### config.mk
export PLATFORM = sky130hd
export DESIGN_NAME = morse_pulse_emitter
export DESIGN_NICKNAME = d
export VERILOG_FILES = /design/src/rtl/morse_pkg.sv /design/src/rtl/morse_unit_timer.sv /design/src/rtl/morse_pulse_emitter.sv
export SDC_FILE = /design/constraint.sdc
export NUM_CORES = 1
export LEC_CHECK = 0
export ABC_AREA = 1
export BUFFER_PORTS_ARGS = -buffer_cell sky130_fd_sc_hd__buf_4
export CORE_MARGIN = 2
export CORE_UTILIZATION = 50
export CTS_CLUSTER_DIAMETER = 100
export DETAILED_ROUTE_END_ITERATION = 8
export PLACE_DENSITY = 0.67
export SYNTH_ARGS = -nofsm -noshare
export SYNTH_HDL_FRONTEND = slang
export SYNTH_SLANG_ARGS = --single-unit
export TNS_END_PERCENT = 30
### constraint.sdc
create_clock -name clk_i -period 4.4 [get_ports clk_i]
set_input_delay 0 -clock clk_i [delete_from_list [all_inputs] [get_ports clk_i]]
set_output_delay 0 -clock clk_i [all_outputs]
set_load 0.02 [all_outputs]
### src/rtl/morse_pkg.sv
// Shared definitions for the Morse pulse emitter: FSM states, symbol encoding, letter limits.
// The TAIL state exists only when MORSE_EMIT_LETTER_GAP_EN is defined.
package morse_pkg;

   typedef enum logic [2:0] {
      ST_IDLE = 3'd0,
      ST_MARK = 3'd1,
      ST_GAP  = 3'd2,
`ifdef MORSE_EMIT_LETTER_GAP_EN
      ST_TAIL = 3'd3,
`endif
      ST_DONE = 3'd4
   } state_t;

   localparam logic SYM_DOT  = 1'b0;
   localparam logic SYM_DASH = 1'b1;

   localparam int MAX_SYMBOLS      = 4;
   localparam int LETTER_GAP_UNITS = 3;

endpackage

### src/rtl/morse_unit_timer.sv
// Duration timer: a 0..TICK_DIV-1 cycle prescaler feeding a unit down-counter.
// expire_o flags the last cycle of the last loaded unit.
module morse_unit_timer #(
   parameter int TICK_DIV  = 25_000_000,
   parameter int MAX_UNITS = 3,
   parameter int UNIT_W    = $clog2(MAX_UNITS + 1)
) (
   input  logic              clk_i,
   input  logic              rst_i,
   input  logic              clear_i,
   input  logic              load_i,
   input  logic [UNIT_W-1:0] units_i,
   output logic              expire_o
);

   localparam int PRESC_W = $clog2(TICK_DIV);
   localparam logic [PRESC_W-1:0] PRESC_LAST = PRESC_W'(TICK_DIV - 1);

   logic [PRESC_W-1:0] presc;
   logic [UNIT_W-1:0]  unit_cnt;

   always_ff @(posedge clk_i) begin
      if (rst_i || clear_i) begin
         presc    <= '0;
         unit_cnt <= '0;
      end else if (load_i) begin
         presc    <= '0;
         unit_cnt <= units_i;
      end else if (presc == PRESC_LAST) begin
         // the unit count holds at zero so an idle timer never wraps
         presc <= '0;
         if (unit_cnt != '0)
            unit_cnt <= unit_cnt - UNIT_W'(1);
      end else begin
         presc <= presc + PRESC_W'(1);
      end
   end

   assign expire_o = (presc == PRESC_LAST) && (unit_cnt == UNIT_W'(1));

endmodule

### src/rtl/morse_pulse_emitter.sv
// Emits one Morse letter (up to 4 symbols, LSB first) on led_o as timed marks and gaps.
// Define MORSE_EMIT_LETTER_GAP_EN to append a 3-unit inter-letter gap (TAIL) before DONE.
module morse_pulse_emitter
   import morse_pkg::*;
#(
   parameter int TICK_DIV   = 25_000_000,
   parameter int DOT_UNITS  = 1,
   parameter int DASH_UNITS = 3,
   parameter int GAP_UNITS  = 1
) (
   input  logic       clk_i,
   input  logic       rst_i,
   input  logic       start_i,
   input  logic [3:0] code_i,
   input  logic [2:0] len_i,
   output logic       led_o,
   output logic       busy_o,
   output logic       done_o
);

   function automatic int max_int(input int a, input int b);
      return (a > b) ? a : b;
   endfunction

`ifdef MORSE_EMIT_LETTER_GAP_EN
   localparam int MAX_UNITS = max_int(max_int(DOT_UNITS, DASH_UNITS),
                                      max_int(GAP_UNITS, LETTER_GAP_UNITS));
`else
   localparam int MAX_UNITS = max_int(max_int(DOT_UNITS, DASH_UNITS), GAP_UNITS);
`endif
   localparam int UNIT_W = $clog2(MAX_UNITS + 1);

   function automatic logic [UNIT_W-1:0] mark_units(input logic sym);
      logic [UNIT_W-1:0] u;
      case (sym)
         SYM_DOT:  u = UNIT_W'(DOT_UNITS);
         SYM_DASH: u = UNIT_W'(DASH_UNITS);
         default:  u = UNIT_W'(DOT_UNITS);
      endcase
      return u;
   endfunction

   state_t            state, state_next;
   logic [3:0]        sym_sr;
   logic [2:0]        remaining;
   logic [2:0]        len_clamped;
   logic              capture, shift;
   logic              tmr_clear, tmr_load, tmr_expire;
   logic [UNIT_W-1:0] tmr_units;

   assign len_clamped = (len_i > 3'(MAX_SYMBOLS)) ? 3'(MAX_SYMBOLS) : len_i;

   morse_unit_timer #(
      .TICK_DIV  (TICK_DIV),
      .MAX_UNITS (MAX_UNITS),
      .UNIT_W    (UNIT_W)
   ) u_timer (
      .clk_i    (clk_i),
      .rst_i    (rst_i),
      .clear_i  (tmr_clear),
      .load_i   (tmr_load),
      .units_i  (tmr_units),
      .expire_o (tmr_expire)
   );

   always_ff @(posedge clk_i) begin
      if (rst_i)
         state <= ST_IDLE;
      else
         state <= state_next;
   end

   always_comb begin
      state_next = state;
      capture    = 1'b0;
      shift      = 1'b0;
      tmr_clear  = 1'b0;
      tmr_load   = 1'b0;
      tmr_units  = '0;
      case (state)
         ST_IDLE: begin
            if (start_i) begin
               capture = 1'b1;
               if (len_clamped == 3'd0) begin
                  state_next = ST_DONE;
                  tmr_clear  = 1'b1;
               end else begin
                  state_next = ST_MARK;
                  tmr_load   = 1'b1;
                  tmr_units  = mark_units(code_i[0]);
               end
            end else begin
               tmr_clear = 1'b1;
            end
         end
         ST_MARK: begin
            if (tmr_expire) begin
               shift = 1'b1;
               if (remaining > 3'd1) begin
                  state_next = ST_GAP;
                  tmr_load   = 1'b1;
                  tmr_units  = UNIT_W'(GAP_UNITS);
               end else begin
`ifdef MORSE_EMIT_LETTER_GAP_EN
                  state_next = ST_TAIL;
                  tmr_load   = 1'b1;
                  tmr_units  = UNIT_W'(LETTER_GAP_UNITS);
`else
                  state_next = ST_DONE;
                  tmr_clear  = 1'b1;
`endif
               end
            end
         end
         ST_GAP: begin
            // the register was shifted on leaving MARK, so bit0 is the next symbol
            if (tmr_expire) begin
               state_next = ST_MARK;
               tmr_load   = 1'b1;
               tmr_units  = mark_units(sym_sr[0]);
            end
         end
`ifdef MORSE_EMIT_LETTER_GAP_EN
         ST_TAIL: begin
            if (tmr_expire) begin
               state_next = ST_DONE;
               tmr_clear  = 1'b1;
            end
         end
`endif
         ST_DONE: begin
            state_next = ST_IDLE;
            tmr_clear  = 1'b1;
         end
         default: begin
            state_next = ST_IDLE;
            tmr_clear  = 1'b1;
         end
      endcase
   end

   // outputs are registered from the next state so they line up with the state register
   always_ff @(posedge clk_i) begin
      if (rst_i) begin
         sym_sr    <= '0;
         remaining <= '0;
         led_o     <= 1'b0;
         busy_o    <= 1'b0;
         done_o    <= 1'b0;
      end else begin
         if (capture) begin
            sym_sr    <= code_i;
            remaining <= len_clamped;
         end else if (shift) begin
            sym_sr    <= sym_sr >> 1;
            remaining <= remaining - 3'd1;
         end
         led_o  <= (state_next == ST_MARK);
         busy_o <= (state_next != ST_IDLE);
         done_o <= (state_next == ST_DONE);
      end
   end

endmodule

* Yosys cells after proc, flatten, opt, wreduce, memory -nomap -nowiden
Index checks and enable logic that the tools add are counted.
** Word-level totals
- Output and inout port bits :: 3
- Flip-flop bits (word level) :: 40
- Logic and storage cells :: 68
** Operators by class
- Equality and inequality tests :: 6
- Reduce and logical (&&, ||, !) cells :: 11
- Order comparisons :: 2
- Muxes and demuxes :: 36
- $add $sub $neg :: 3
- Bitwise gates (word level) :: 2
** Operators by type and width (number)
- 25-bit by 1-bit adder with 25-bit output (second input constant) :: 1
- 25-bit equality test (second input constant) :: 1
- 3-bit 2-to-1 mux :: 8
- 1-bit 2-to-1 mux :: 14
- 2-bit 2-to-1 mux :: 6
- 3-bit one-hot mux with 3 select lines :: 1
- 4-bit 2-to-1 mux :: 2
- 2-bit one-hot mux with 2 select lines :: 2
- 2-bit nonzero test :: 4
- 3-bit by 1-bit equality test with 1-bit output (second input constant) :: 2
- 3-bit zero test :: 2
- 1-bit one-hot mux with 3 select lines :: 2
- 2-bit one-hot mux with 3 select lines :: 1
- 3-bit by 2-bit equality test with 1-bit output (second input constant) :: 1
- 3-bit equality test (second input constant) :: 1
- 3-bit by 1-bit > comparator with 1-bit output (second input constant) :: 1
- 3-bit > comparator (second input constant) :: 1
- 3-bit nonzero test :: 1
- 3-bit OR reduction :: 1
- 3-bit by 1-bit subtractor with 3-bit output (second input constant) :: 1
- 2-bit by 1-bit equality test with 1-bit output (second input constant) :: 1
- 1-bit inverter :: 2
- 2-bit AND reduction :: 1
- 2-bit by 1-bit subtractor with 2-bit output (second input constant) :: 1
- other kinds (2) :: 2

* Logic depth before layout (Yosys ltp)
- Word-level depth :: 8
- Mapped depth :: 12
- Mapped depth without buffers :: 12

* Hierarchy
A second synthesis with hierarchy kept.
** Second synthesis, totals
- Cells, all modules :: 352
- Area total of the unflattened synthesis :: 2406.1 µm²
** Modules (own cells, without submodules)
- morse_unit_timer :: cells an instance 245, area each 1680.4 µm², sequential area each 540.5 µm², instances 1
- morse_pulse_emitter :: cells an instance 107, area each 725.7 µm², sequential area each 260.2 µm², instances 1

* Worst setup path after synthesis
Ideal clock, no wire load.
- Path kind :: flip-flop to flip-flop
- Start :: register u_timer.presc[0]
- End :: register u_timer.presc[15]
- Cell stages (with the launch flop) :: 12
- Slack :: 2710 ps
- Path buffers :: 1
- Required time :: 4280 ps
- Period minus slack after synthesis :: 1690 ps
- Data arrival time :: 1570 ps
- Path through :: dfxtp_1 -> ha_1 -> nand3_2 -> inv_2 -> nand2_2 -> nor2_2 -> nand3_2 -> clkinv_2 -> nand3_4 -> nand2_4 -> buf_12 -> nor3_2
** Between the ends
- Longest elaborated chain between the ends :: 6
- Elaborated cells between the ends (all ways) :: 10
- Classes of those cells :: add/sub (1); eq/ne (1); mux (5); reduce/logical (3)
** Ends and longest elaborated chain
- from (decl) :: line morse_unit_timer.sv:19 : logic [PRESC_W-1:0] presc;
- from (signal assigned) :: line morse_unit_timer.sv:35 : presc <= presc + PRESC_W'(1);
- 25-bit equality test :: line morse_unit_timer.sv:29, morse_unit_timer.sv:39
- 1-bit logical AND :: line morse_unit_timer.sv:39 : assign expire_o = (presc == PRESC_LAST) && (unit_cnt == UNIT_W'(1));
- 1-bit 2-to-1 mux :: line morse_pulse_emitter.sv:97 : if (tmr_expire) begin
- 1-bit one-hot mux with 3 select lines :: line morse_pulse_emitter.sv:80 : case (state)
- 1-bit logical OR :: line morse_unit_timer.sv:23 : if (rst_i || clear_i) begin
- 3-bit OR reduction (no source line)
Several ways; a longest one is shown, not always the timed one.
A chain may end at the register's enable or synchronous reset.

* Worst setup path after layout
- Start :: register u_timer.presc[0]
- End :: register u_timer.presc[1]
The elaborated chain is that of the path after synthesis.

==> flow_summary_export.csv <==
group,metric,value,unit
setup_path,cp.required,4.55,ns
setup_path,startpoint_type,"register",
hold_path,hold_start,"code_i[1]",
synth,synthXorXnorAreaFrac,6.293,%
route,drcViolationCount,0,
hold_path,hold_class,"in -> reg",
finish,finish.utilization,56.41,%
route,post_drt_wl_per_cell,11.58,µm
grt,grt_pass1_wl,8362,µm
sta,timing.hold.ws,0.02389,ns
setup_path,r2r_start,"u_timer.presc[0]",
synth,synthAdderAreaFrac,2.644,%
clock_tree,clock-root-buffer,"clkbuf_8",
grt,track_usage,19.98,%
grt,overflow,0,
floorplanning,num_rows,25,
clock_tree,cts.repair.resized,0,
route,vias,2096,
clock_tree,cts_sinks,40,
setup_path,rr_worst_depth,8,
clock_tree,path_clk_slew,0.07,ns
hold_path,hold_path_depth,5,
clock_tree,tritoncts,"built",
route,drtPass1Iterations,4,
flow_run,maxCapViolations,0,
sta,setup_violations,0,
route,drt_wl_total,4829,µm
synth,synth_compound_area_share,3.966,%
synth,synth.avg_cell_area,6.799,µm²
route,first_iter_violations,125,
synth,syn_nets,363,
sta,hold_viol,0,
synth,synth_edf_count,0,
synth,synth_mux_area_share,0,%
grt,first_global_vias,1930,
power_and_ir_drop,irDropWorstVdd,0.1987,mV
placement,place_ws,2.260,ns
floorplanning,core,4629,µm²
setup_path,path_class,"reg -> reg",
sta,finClkSkew,0.006822,ns
finish,antenna_cells,0,
synth,synthFlopType,"dfxtp_1",
clock_tree,clock_path_buffers,2,
status,status,"completed",
placement,gp_congestion,0.9697,
synth,postSynthCellCount,348,
floorplanning,ioPinCount,13,
finish,syn_to_final_growth,10.36,%
route,ant_nets,0,
hold_path,min_to,"sym_sr[1]",
placement,io_buffers,12,
finish,fillers,472,
setup_path,crit_arrival,2.31,ns
setup_path,end_kind,"register",
sta,period_share,49.04,%
power_and_ir_drop,p_leak,1.001,nW
sta,slew_violations,0,
clock_tree,htreeDepth,2,
floorplanning,die_height,72.79,µm
synth,synth_top_family_by_area,"simple AND/OR/NAND/NOR gates",
floorplanning,start_util,51.11,%
power_and_ir_drop,p_per_area,311.6,nW/µm²
power_and_ir_drop,p_total,813.8,µW
synth,synth-async-reset-ratio,0,%
synth,yosysUniqueCellTypes,32,
floorplanning,dieArea,5298,µm²
grt,grt_max_degree,28,
placement,dp.final_hpwl,3725,µm
sta,rsz0062_at_grt,"false",
synth,syn_area,2366,µm²
sta,max_freq,0.4635,GHz
sta,relSlewSlack,55.13,%
setup_path,reg2reg_to,"u_timer.presc[1]",
clock_tree,clk_latency,0.29,ns
sta,fin_setup_tns,0,ns
synth,synthSimpleGateAreaFrac,42.68,%
floorplanning,fp.dieW,72.79,µm
finish,drive_above_1_share,12.40,%
sta,fin_ws,2.242,ns
sta,fin_crit,2.158,ns
synth,ys_ff_latch,40,
setup_path,regToRegSetupSlack,2.24,ns
sta,worst_slew_pin_slew,0.6695,ns
synth,yosys_warnings,0,
grt,grt_antenna_before_repair,0,
synth,yosysSeqAreaShare,33.84,%
route,avgViaCountPerCell,5.026,
clock_tree,cts_buffers,5,
finish,nets,378,
setup_path,critPathMaxFanout,25,
## final cells by class
cell class	instances	area [µm²]	area share [%]
timing repair buffer	14	110.1	4.217
clock inverter	2	60.06	2.300
inverter	50	188.9	7.235
multi-input combinational	252	1315	50.36
clock buffer	5	68.82	2.635
tap	54	67.56	2.587
sequential	40	800.8	30.67
## routing by layer
layer / global-route usage, % / share of wire [%] / vias up
met2: 34.75 / 50 / 29
met3: 4.558 / 3.1 / 11
met1: 24.02 / 45 / 939
met4: 7.202 / 2.0 / 0
met5: 0 / 0 / -
li1: - / - / 1117
## sequential cells by signal, indices dropped and copies added, names as in the netlist
signal and flops:
u_timer.unit_cnt 2, busy_o 1, state 3, led_o 1
sym_sr 4, remaining 3, u_timer.presc 25, done_o 1
## critical path: stages (launching register included)
cell and delay [ns]:
dfxtp_1 0.41, ha_1 0.27, nand3_2 0.14, inv_2 0.13
nand2_1 0.07, nor2_2 0.18, nand4_1 0.15, nand3b_2 0.54
nor3_1 0.10
## power breakdown
| part | switching (mW) | internal, mW | total (mW) | leakage, nW |
|---|---|---|---|---|
| logic | 0.0585 | 0.0307 | 0.0892 | 0.612 |
| clock network | 0.121 | 0.223 | 0.344 | 0.0642 |
| registers | 0.00736 | 0.373 | 0.381 | 0.325 |
| total | 0.187 | 0.627 | 0.814 | 1.00 |
## worst max path at each step
stage / startpoint / end / slack (ns) / cells after the start
final: u_timer.presc[0] / u_timer.presc[1] / 2.24 / 8
after global routing: u_timer.presc[0] / u_timer.presc[1] / 1.99 / 8
after CTS: u_timer.presc[0] / u_timer.presc[3] / 2.23 / 8
after floorplan: u_timer.presc[0] / u_timer.presc[15] / 2.71 / 11
after global placement: u_timer.presc[0] / u_timer.presc[2] / 2.38 / 8
after detailed placement: u_timer.presc[0] / u_timer.presc[11] / 2.26 / 8
## Yosys cell counts, types with 2 or more instances
library cell	n	area (µm²)
nand2_1	91	341.6
nor2_1	50	187.7
inv_1	45	168.9
dfxtp_1	40	800.8
nor3_1	21	105.1
nand3_1	15	75.07
o21ai_0	11	55.05
nor3_2	10	100.1
xor2_1	9	78.83
xnor2_1	8	70.07
nand3b_1	6	45.04
a21oi_1	5	25.02
ha_1	5	62.56
nand4_1	5	31.28
inv_2	4	15.01
nand2_2	3	18.77
clkbuf_1	2	7.510
nand3_2	2	20.02
nor2_2	2	12.51
nor3b_1	2	15.01
## kinds of logic after synthesis
| kind of cell | Yosys count |
|---|---|
| AND/OR/NAND/NOR | 212 |
| buffers and inverters | 56 |
| flip-flops | 40 |
| AO/OA/AOI/OAI | 18 |
| XOR/XNOR | 17 |
| adder cells (fa/ha/maj) | 5 |
## layout by cell type, fill, tap and decap left out, drive strengths merged, types with 5 or more instances in the layout
cell type	n
a21oi	5
buf	12
clkbuf	5
dfxtp	40
ha	5
inv	49
nand2	95
nand3	18
nand3b	7
nand4	5
nor2	53
nor3	31
o21ai	11
xnor2	8
xor2	9
## through the flow
stage | area, µm² | cells
finish | 2611 | 417
global route | 2611 | 417
detailed placement | 2462 | 408
CTS | 2611 | 417
global placement | 2462 | 408
floorplan | 2366 | 348
## timing repair
action / 4_1_cts / 5_1_grt
hold buffers: 2 / 0
hold endpoints to repair: 6 / 0
setup buffers: 0 / 0
Power figures use the tool's default switching activity.
